`config.mk`:
```
export PLATFORM = sky130hd
export DESIGN_NAME = imc_instr_issue_flat
export DESIGN_NICKNAME = d
export VERILOG_FILES = /design/src/rtl/imc_instr_issue_if.sv /design/src/rtl/imc_instr_issue.sv /design/src/flat_wrapper.sv
export SDC_FILE = /design/constraint.sdc
export NUM_CORES = 1
export LEC_CHECK = 0
export BUFFER_PORTS_ARGS = -buffer_cell sky130_fd_sc_hd__buf_4
export CORE_ASPECT_RATIO = 1.5
export CORE_MARGIN = 10
export CORE_UTILIZATION = 59
export DETAILED_ROUTE_END_ITERATION = 10
export MAX_ROUTING_LAYER = met4
export PLACE_DENSITY_LB_ADDON = 0.08
export RECOVER_POWER = 50
export SYNTH_ARGS = -nofsm -noshare
export SYNTH_HDL_FRONTEND = slang
export SYNTH_SLANG_ARGS = --single-unit
```
`constraint.sdc`:
```
create_clock -name clk -period 2.9 [get_ports clk]
set_input_delay 0.29 -clock clk [delete_from_list [all_inputs] [get_ports clk]]
set_output_delay 0.29 -clock clk [all_outputs]
set_load 0.01 [all_outputs]
```
`src/rtl/imc_instr_issue_if.sv`:
```
`default_nettype none
// ============================================================================
// Module   : imc_instr_issue_if
// Purpose  : Bundles the host push handshake and the decoder-facing issue
//            signals of imc_instr_issue into one interface.
// Signals  : flush, in_valid, in_instr  (host -> queue)
//            in_ready                   (queue -> host)
//            instruction, instr_valid   (queue -> decoder)
//            busy, count                (status)
//            in_parity / parity_err     (only with IMC_ISSUE_PARITY_EN)
// Modports : master = host/driver side, slave = imc_instr_issue side
// Macro    : IMC_ISSUE_PARITY_EN adds the parity signals
// Revision : 1.0  initial release
// ============================================================================
interface imc_instr_issue_if #(
    parameter int INSTRUCTION_SIZE = 32,
    parameter int DEPTH            = 4
);
    localparam int c_cnt_w = $clog2(DEPTH) + 1;

    logic                        flush;
    logic                        in_valid;
    logic [INSTRUCTION_SIZE-1:0] in_instr;
    logic                        in_ready;
    logic [INSTRUCTION_SIZE-1:0] instruction;
    logic                        instr_valid;
    logic                        busy;
    logic [c_cnt_w-1:0]          count;
`ifdef IMC_ISSUE_PARITY_EN
    logic                        in_parity;
    logic                        parity_err;

    modport master (
        output flush, in_valid, in_instr, in_parity,
        input  in_ready, instruction, instr_valid, busy, count, parity_err
    );

    modport slave (
        input  flush, in_valid, in_instr, in_parity,
        output in_ready, instruction, instr_valid, busy, count, parity_err
    );
`else
    modport master (
        output flush, in_valid, in_instr,
        input  in_ready, instruction, instr_valid, busy, count
    );

    modport slave (
        input  flush, in_valid, in_instr,
        output in_ready, instruction, instr_valid, busy, count
    );
`endif

endinterface : imc_instr_issue_if
`default_nettype wire

```
`src/rtl/imc_instr_issue.sv`:
```
`default_nettype none
// ============================================================================
// Module   : imc_instr_issue
// Purpose  : Instruction queue and issue pacer sitting directly upstream of
//            imc_decoder. Host words enter a DEPTH-entry FIFO over a
//            valid/ready handshake and are presented one at a time on
//            bus.instruction, each held stable for an opcode-dependent number
//            of cycles (majority ops 100/101 need multi-cycle array access).
// Ports    : clk  - clock, rising edge
//            rst  - synchronous reset, active low
//            bus  - imc_instr_issue_if.slave (flush, push handshake, issued
//                   word, instr_valid, busy, count)
// Macro    : IMC_ISSUE_PARITY_EN - even-parity check on pushed words; a bad
//            word is consumed but dropped and sets sticky bus.parity_err
// Revision : 1.0  initial release
// ============================================================================
module imc_instr_issue #(
    parameter int INSTRUCTION_SIZE = 32,
    parameter int DEPTH            = 4,
    parameter int HOLD_MIG         = 3,
    parameter int HOLD_OTHER       = 1
) (
    input  logic             clk,
    input  logic             rst,
    imc_instr_issue_if.slave bus
);

    localparam int                 c_addr_w         = $clog2(DEPTH);
    localparam int                 c_cnt_w          = c_addr_w + 1;
    localparam logic [c_cnt_w-1:0] c_full           = c_cnt_w'(DEPTH);
    localparam logic [3:0]         c_hold_mig_m1    = 4'(HOLD_MIG - 1);
    localparam logic [3:0]         c_hold_other_m1  = 4'(HOLD_OTHER - 1);

    typedef enum logic [0:0] {
        S_IDLE  = 1'b0,
        S_ISSUE = 1'b1
    } state_t;

    // ------------------------------------------------------------------
    // State
    // ------------------------------------------------------------------
    state_t                      state_q,       state_d;
    logic [INSTRUCTION_SIZE-1:0] mem_q [DEPTH];
    logic [INSTRUCTION_SIZE-1:0] mem_d [DEPTH];
    logic [c_addr_w-1:0]         wr_ptr_q,      wr_ptr_d;
    logic [c_addr_w-1:0]         rd_ptr_q,      rd_ptr_d;
    logic [c_cnt_w-1:0]          count_q,       count_d;
    logic [3:0]                  hcnt_q,        hcnt_d;
    logic [INSTRUCTION_SIZE-1:0] instruction_q, instruction_d;
    logic                        instr_valid_q, instr_valid_d;

    // ------------------------------------------------------------------
    // Combinational helpers
    // ------------------------------------------------------------------
    logic                        w_in_ready;
    logic                        w_push;
    logic                        w_wr_en;
    logic                        w_pop;
    logic [INSTRUCTION_SIZE-1:0] w_head;
    logic [2:0]                  w_head_op;
    logic [3:0]                  w_head_hold_m1;
    logic                        w_not_empty;

    // Full is judged on the registered count, so a pop on the same edge
    // only frees the slot for the following cycle.
    assign w_in_ready  = !bus.flush && (count_q != c_full);
    assign w_push      = bus.in_valid && w_in_ready;
    assign w_not_empty = (count_q != '0);

    assign w_head    = mem_q[rd_ptr_q];
    assign w_head_op = w_head[INSTRUCTION_SIZE-1 -: 3];

    // Counter is loaded with H-1 so a word is held exactly H cycles.
    assign w_head_hold_m1 = ((w_head_op == 3'b100) || (w_head_op == 3'b101))
                            ? c_hold_mig_m1 : c_hold_other_m1;

`ifdef IMC_ISSUE_PARITY_EN
    logic w_parity_ok;
    logic parity_err_q, parity_err_d;

    // Even parity: XOR of the word must equal the supplied parity bit.
    assign w_parity_ok = ((^bus.in_instr) == bus.in_parity);
    // Bad words complete the handshake but never reach the FIFO.
    assign w_wr_en     = w_push && w_parity_ok;

    always_comb begin
        parity_err_d = parity_err_q;
        if (bus.flush) begin
            parity_err_d = 1'b0;
        end else if (w_push && !w_parity_ok) begin
            parity_err_d = 1'b1;
        end
    end

    always_ff @(posedge clk) begin
        if (!rst) begin
            parity_err_q <= 1'b0;
        end else begin
            parity_err_q <= parity_err_d;
        end
    end

    assign bus.parity_err = parity_err_q;
`else
    assign w_wr_en = w_push;
`endif

    // ------------------------------------------------------------------
    // Issue FSM: next state, hold counter and issued word
    // ------------------------------------------------------------------
    always_comb begin
        state_d       = state_q;
        hcnt_d        = hcnt_q;
        instruction_d = instruction_q;
        instr_valid_d = instr_valid_q;
        w_pop         = 1'b0;

        case (state_q)
            S_IDLE: begin
                if (w_not_empty) begin
                    w_pop         = 1'b1;
                    instruction_d = w_head;
                    instr_valid_d = 1'b1;
                    hcnt_d        = w_head_hold_m1;
                    state_d       = S_ISSUE;
                end else begin
                    instr_valid_d = 1'b0;
                end
            end
            S_ISSUE: begin
                if (hcnt_q != 4'd0) begin
                    hcnt_d = hcnt_q - 4'd1;
                end else if (w_not_empty) begin
                    // Back-to-back issue: next word replaces the current
                    // one with no idle cycle in between.
                    w_pop         = 1'b1;
                    instruction_d = w_head;
                    instr_valid_d = 1'b1;
                    hcnt_d        = w_head_hold_m1;
                end else begin
                    instr_valid_d = 1'b0;
                    state_d       = S_IDLE;
                end
            end
            default: begin
                state_d       = S_IDLE;
                instr_valid_d = 1'b0;
                hcnt_d        = 4'd0;
            end
        endcase

        // Flush truncates any word in flight; the last issued word stays
        // on the bus (qualified low) so the decoder input does not toggle.
        if (bus.flush) begin
            state_d       = S_IDLE;
            instr_valid_d = 1'b0;
            hcnt_d        = 4'd0;
            w_pop         = 1'b0;
        end
    end

    // ------------------------------------------------------------------
    // FIFO storage, pointers and occupancy
    // ------------------------------------------------------------------
    always_comb begin
        mem_d    = mem_q;
        wr_ptr_d = wr_ptr_q;
        rd_ptr_d = rd_ptr_q;
        count_d  = count_q;

        if (bus.flush) begin
            wr_ptr_d = '0;
            rd_ptr_d = '0;
            count_d  = '0;
        end else begin
            if (w_wr_en) begin
                mem_d[wr_ptr_q] = bus.in_instr;
                // DEPTH is a power of two, so pointers wrap naturally.
                wr_ptr_d        = wr_ptr_q + c_addr_w'(1);
            end
            if (w_pop) begin
                rd_ptr_d = rd_ptr_q + c_addr_w'(1);
            end
            case ({w_wr_en, w_pop})
                2'b10:   count_d = count_q + c_cnt_w'(1);
                2'b01:   count_d = count_q - c_cnt_w'(1);
                default: count_d = count_q;
            endcase
        end
    end

    // ------------------------------------------------------------------
    // Registers (reset has priority over flush and push)
    // ------------------------------------------------------------------
    always_ff @(posedge clk) begin
        if (!rst) begin
            state_q       <= S_IDLE;
            for (int i = 0; i < DEPTH; i++) begin
                mem_q[i] <= '0;
            end
            wr_ptr_q      <= '0;
            rd_ptr_q      <= '0;
            count_q       <= '0;
            hcnt_q        <= 4'd0;
            instruction_q <= '0;
            instr_valid_q <= 1'b0;
        end else begin
            state_q       <= state_d;
            mem_q         <= mem_d;
            wr_ptr_q      <= wr_ptr_d;
            rd_ptr_q      <= rd_ptr_d;
            count_q       <= count_d;
            hcnt_q        <= hcnt_d;
            instruction_q <= instruction_d;
            instr_valid_q <= instr_valid_d;
        end
    end

    // ------------------------------------------------------------------
    // Outputs
    // ------------------------------------------------------------------
    assign bus.in_ready    = w_in_ready;
    assign bus.instruction = instruction_q;
    assign bus.instr_valid = instr_valid_q;
    assign bus.busy        = instr_valid_q || w_not_empty;
    assign bus.count       = count_q;

endmodule : imc_instr_issue
`default_nettype wire

```
`src/flat_wrapper.sv`:
```
// flat-port wrapper written by rule: the top's interface ports become plain ports
module imc_instr_issue_flat 
#(
    parameter int INSTRUCTION_SIZE = 32,
    parameter int DEPTH            = 4,
    parameter int HOLD_MIG         = 3,
    parameter int HOLD_OTHER       = 1
)
  (clk, rst, bus_flush, bus_in_valid, bus_in_instr, bus_in_ready, bus_instruction, bus_instr_valid, bus_busy, bus_count);
  imc_instr_issue_if #(.INSTRUCTION_SIZE(INSTRUCTION_SIZE), .DEPTH(DEPTH)) bus_i ();
  input  logic clk;
  input  logic rst;
  input wire logic [$bits(bus_i.flush)-1:0] bus_flush;
  input wire logic [$bits(bus_i.in_valid)-1:0] bus_in_valid;
  input wire logic [$bits(bus_i.in_instr)-1:0] bus_in_instr;
  output wire logic [$bits(bus_i.in_ready)-1:0] bus_in_ready;
  output wire logic [$bits(bus_i.instruction)-1:0] bus_instruction;
  output wire logic [$bits(bus_i.instr_valid)-1:0] bus_instr_valid;
  output wire logic [$bits(bus_i.busy)-1:0] bus_busy;
  output wire logic [$bits(bus_i.count)-1:0] bus_count;
  assign bus_i.flush = bus_flush;
  assign bus_i.in_valid = bus_in_valid;
  assign bus_i.in_instr = bus_in_instr;
  assign bus_in_ready = bus_i.in_ready;
  assign bus_instruction = bus_i.instruction;
  assign bus_instr_valid = bus_i.instr_valid;
  assign bus_busy = bus_i.busy;
  assign bus_count = bus_i.count;
  imc_instr_issue #(.INSTRUCTION_SIZE(INSTRUCTION_SIZE), .DEPTH(DEPTH), .HOLD_MIG(HOLD_MIG), .HOLD_OTHER(HOLD_OTHER)) u_core (.clk(clk), .rst(rst), .bus(bus_i));
endmodule
```
* After elaboration in Yosys (flattened, before gate mapping)
Index checks and enable logic that the tools add are counted.
W data, S select, Z words.
** Word-level totals
- Logic and storage cells :: 63
- Output and inout port bits :: 38
- Bits in registers :: 173
- Bits of input ports :: 36
** Cells by class
- Magnitude comparators :: 3
- Reduce and logical (&&, ||, !) cells :: 11
- Multiplexer cells :: 22
- Equality and inequality tests :: 6
- Add/sub/neg operators :: 5
- Bitwise gates (word level) :: 5
** Operators with widths (count)
- $mux W32 :: 5
- $bwmux W128 :: 1
- $bmux W32 S2 :: 1
- $demux W32 S2 :: 1
- $pmux W32 S2 :: 1
- $mux W4 :: 2
- $pmux W4 S2 :: 1
- $eq A3 B3 Y1 const B :: 2
- $ge A3 B3 Y1 const B :: 2
- $not A2 Y3 :: 2
- $pmux W1 S2 :: 3
- $pmux W3 S2 :: 1
- $mux W1 :: 5
- $add A2 B1 Y2 const B :: 2
- $reduce_bool A4 Y1 :: 1
- $sub A4 B1 Y4 const B :: 1
- $add A3 B1 Y3 const B :: 1
- $logic_and A1 B1 Y1 :: 3
- $lt A3 B1 Y1 const B :: 1
- $ne A3 B3 Y1 const B :: 1
- $not A1 Y1 :: 3
- $reduce_bool A3 Y1 :: 1
- $sub A3 B1 Y3 const B :: 1
- $eq A2 B1 Y1 const B :: 1
- 8 further kinds :: 9

* Depth between registers and ports, before layout
- Depth after elaboration :: 10
- Depth in mapped cells :: 10
- Mapped depth without buffers :: 10

* Least setup slack after synthesis
OpenSTA, ideal clock, no wires.
- Path type :: reg-to-reg
- Start :: reg u_core.hcnt_q[0]
- End :: reg u_core.count_q[2], in the netlist u_core.bus.count[2]
- Arrival :: 2.457 ns
- Buffers on the path :: 0
- Library setup time :: 0.071 ns
- Stages on the path, launching flop included :: 11
- Setup slack :: 0.372 ns
- Period minus slack after synthesis :: 2.528 ns
- Path through :: dfxtp_1 inv_1 ha_1 or3b_4 a211oi_1 ha_1 inv_1 fa_1 xor2_1 or3_1 a21oi_1
** On the way
- Longest elaborated chain between the ends :: 6
- Elaborated cells on any way between the ends :: 8
- Classes of those cells :: eq/ne (2); mux (4); reduce/logical (2)
** Ends and longest elaborated chain
- start: declaration :: line imc_instr_issue.sv:48 : logic [3:0] hcnt_q, hcnt_d;
- start signal: assignment :: line imc_instr_issue.sv:213 : hcnt_q <= hcnt_d;
- $reduce_bool A4 Y1 (*) :: line imc_instr_issue.sv:131 : if (hcnt_q != 4'd0) begin
- $mux W1 (*) :: line imc_instr_issue.sv:131
- $pmux W1 S2 (*) :: line imc_instr_issue.sv:118 : case (state_q)
- $mux W1 (*) :: line imc_instr_issue.sv:154 : if (bus.flush) begin
- via u_core.w_pop :: line imc_instr_issue.sv:58 : logic w_pop;
- $eq A2 B1 Y1 / $eq A2 B2 Y1 (equally long branches) :: line imc_instr_issue.sv:184 : case ({w_wr_en, w_pop})
- $pmux W3 S2 / $reduce_bool A2 Y1 (equally long branches)
- end signal: assignment :: line imc_instr_issue.sv:212 : count_q <= count_d;
- end: declaration :: line imc_instr_issue.sv:47 : logic [c_cnt_w-1:0] count_q, count_d;
The timed path passes the listed nets; every way through them passes the cells marked *.
A chain may end at the register's enable or synchronous reset.

* Final worst setup path
Ends and elaborated chain as after synthesis.

==> metrics <==
status complete, but fails checks; violations in the final reports capacitance limit, slew limit; LEAKAGE 2.90 nW; critical path class flop to flop; Hold Path Cell Cnt 3; power share of the clock group 0.451; DRT antenna net count 0; crit path max fanout 3; Num Clock Sinks 173; Initial Utilization 0.600; dpl ws 0.169 ns; power density over cell area 591 mW/mm²; yosys warns 0; Max stage delay on crit path 0.41 ns; Worst R2R End u_core.bus.count[2]; R2R setup slack 0.26 ns; Slew HR -0.0255; Worst Skew 0.00766 ns; number of DRC markers in iteration 0 281; worst-skew pair later-pin latency 0.42 ns; Peak Freq 0.378 GHz; vias per cell 5.49; post-synth top area cell dfxtp_1; setup TNS 0 ns; VDD IR max 0.374 mV; grt met2 use 0.319; routed len/inst 16.7 µm; ys async rst share 0; Synth top area share 0.466; CP cell instances inv_1 -> ha_1 -> or3b_4 -> a211oi_2 -> ha_1 -> inv_1 -> fa_1 -> xor2_1 -> or3_1 -> a21oi_1; Die X 112 µm; Seq/Total Area, Yosys 0.466; Avg Cell Area, Syn 10.3 µm²; Psw 1.13 mW; Worst Path Arrival 2.99 ns; Post-Syn Area 0.00743 mm²; GRT Max-Usage Layer met2; Seq pwr share 0.490; DRC viols 0; Synth Instances 721; Die Ht 157 µm; Distinct cells, synth 40; delay-heaviest family, CP adder cells; most frequent cell after synthesis nand2_1; Final #Nets 821; Inserted Diodes 0; Clock Path Buffers 2; CP Buf/Inv Count 2; PostCTS Resize Cnt 0; slew of the pin with the lowest slew margin 1.54 ns; CP required 3.25 ns; synth-to-layout area growth 13.2%; core area 0.0124 mm²; global-route wire length before repair 26.5 mm; Final WS setup 0.258 ns; GRT met3 Usage 0.0381; initial antenna violation count 0; GRT Total Usage 0.187; pin count of the biggest net entering global routing 92; Total Routed Length 15.8 mm; cell internal pwr 3.83 mW; CP Capture Type flop; top_reg_cell synth dfxtp_1; final critical delay including setup and external delays 2.64 ns; RR Startpoint u_core.hcnt_q[0]; drt first pass iters 4; Post-synth EDFFs 0; # rows 50; final setup vio count 0; die area 0.0176 mm²; Logic pwr share 0.060; register bit total from synthesis 173; top cells by area, synth dfxtp_1, mux2i_1, nand2_1; CP Launch Type flop; vias post-DR 5191; fraction of layout cells with a size suffix above 1 0.152; HP Class input port to flop; CTS Buf Count 17; Synth Net Count 765; Hold Crit Start bus_in_instr[24]; Max H-tree Level 4; max_cap viols 1; CTS tree done; RSZ-0062 raised after global routing no; Post-CTS Setup Repair Bufs 0; clk slew on worst S/H paths 0.07 ns; Sw Ratio 0.228; vias in the first global route 5422; Crit-path slowest cell or3b_4; IO buf count 73; num ports 74; # hold bufs at CTS 0; Final Max Tran Viols 30; Post-synth top cells nand2_1, dfxtp_1, mux2i_1, mux4_2; fillers 1051; Final HPWL DP 10.5 mm; routing usage on met1 0.215; gr ovfl total 0; worst hold endpoint u_core.mem_q[24]; Root Driver clkbuf_16; R2R depth 10; Final Hold Vio Count 0; fin crit share 0.911; RePlAce Congestion 0.762
## layer usage
metal / routed length (µm) / vias up
met2: 8180 / 89
li1: - / 2549
met1: 6890 / 2535
met5: 0 / -
met4: 189 / 0
met3: 512 / 18
## registers in the layout, summed over array words and instances (netlist names)
register,cells
u_core.bus.instr_valid,1
u_core.wr_ptr_q,2
u_core.bus.instruction,32
u_core.state_q,1
u_core.mem_q,128
u_core.hcnt_q,4
u_core.rd_ptr_q,2
u_core.bus.count,3
## cell type report
class | count | area (µm²) | area share
multi-input cells | 485 | 3560 | 0.423
flip-flops and latches | 173 | 3460 | 0.412
repair buffers | 89 | 563 | 0.0669
clock inverters | 13 | 144 | 0.0171
well taps | 156 | 195 | 0.0232
inverters | 11 | 41.3 | 0.00491
clock buffers | 19 | 443 | 0.0527
## worst register-to-register path: stages (launching register included)
cell      delay [ns]
dfxtp_1         0.32
inv_1           0.10
ha_1            0.17
or3b_4          0.41
a211oi_2        0.29
ha_1            0.24
inv_1           0.07
fa_1            0.37
xor2_1          0.16
or3_1           0.31
a21oi_1         0.13
## worst max-delay path by stage
stage,startpoint,end,slack [ns],cells past startpoint
finish,u_core.hcnt_q[0],u_core.bus.count[2],0.26,10
global placement,u_core.hcnt_q[0],u_core.bus.count[2],0.25,10
floorplan,u_core.hcnt_q[0],u_core.bus.count[2],0.37,10
detailed placement,u_core.hcnt_q[0],u_core.bus.count[2],0.17,10
CTS,u_core.hcnt_q[0],u_core.bus.count[2],0.15,10
global route,u_core.hcnt_q[0],u_core.bus.count[2],0.08,10
## metrics by stage
step | cells | hold WS [ns] | cell area (µm²) | power [mW] | utilization
after floorplan | 721 | 0.430 | 7430 | 2.69 | -
after global placement | 914 | 0.438 | 8000 | 2.78 | 0.646
after detailed placement | 914 | 0.445 | 8000 | 2.79 | 0.646
after CTS | 946 | 0.187 | 8590 | 5.02 | 0.694
after global routing | 946 | 0.207 | 8410 | 5.14 | 0.679
final | 946 | 0.199 | 8410 | 4.97 | 0.679
## placed cells by master (no fill, tap or decap), drive strengths merged, types with 2 or more instances in the layout
cell	n
nand3	2
and2	4
ha	7
mux4	30
o21ai	3
xor2	2
a211oi	4
dfxtp	173
nor3	2
clkinv	10
nand2	228
nand2b	2
inv	11
bufinv	2
mux2i	131
a21oi	8
clkbuf	59
buf	49
xnor2	2
or3	3
a21boi	32
nor2	12
nand3b	2
## cells by family (layout without fill, tap and decap cells)
kind of cell / count (synthesis) / count (layout) / synth area share
and+or+nand+nor: 258 / 258 / 0.137
DFF: 173 / 173 / 0.466
AOI/OAI and AO/OA: 53 / 53 / 0.0529
buffers and inverters: 63 / 132 / 0.0559
muxes: 162 / 162 / 0.269
adders and majority gates: 8 / 8 / 0.0145
xor gates and xnor gates: 4 / 4 / 0.00472
## power groups by stage
stage                     Clock, mW  Sequential (mW)  Combinational, mW
after detailed placement          0             2.49              0.308
after global routing           2.37             2.44              0.328
after floorplan                   0             2.48              0.204
after global placement            0             2.48              0.300
final                          2.24             2.43              0.296
after CTS                      2.28             2.43              0.309
Note: power is estimated with default switching activity, not from simulation.
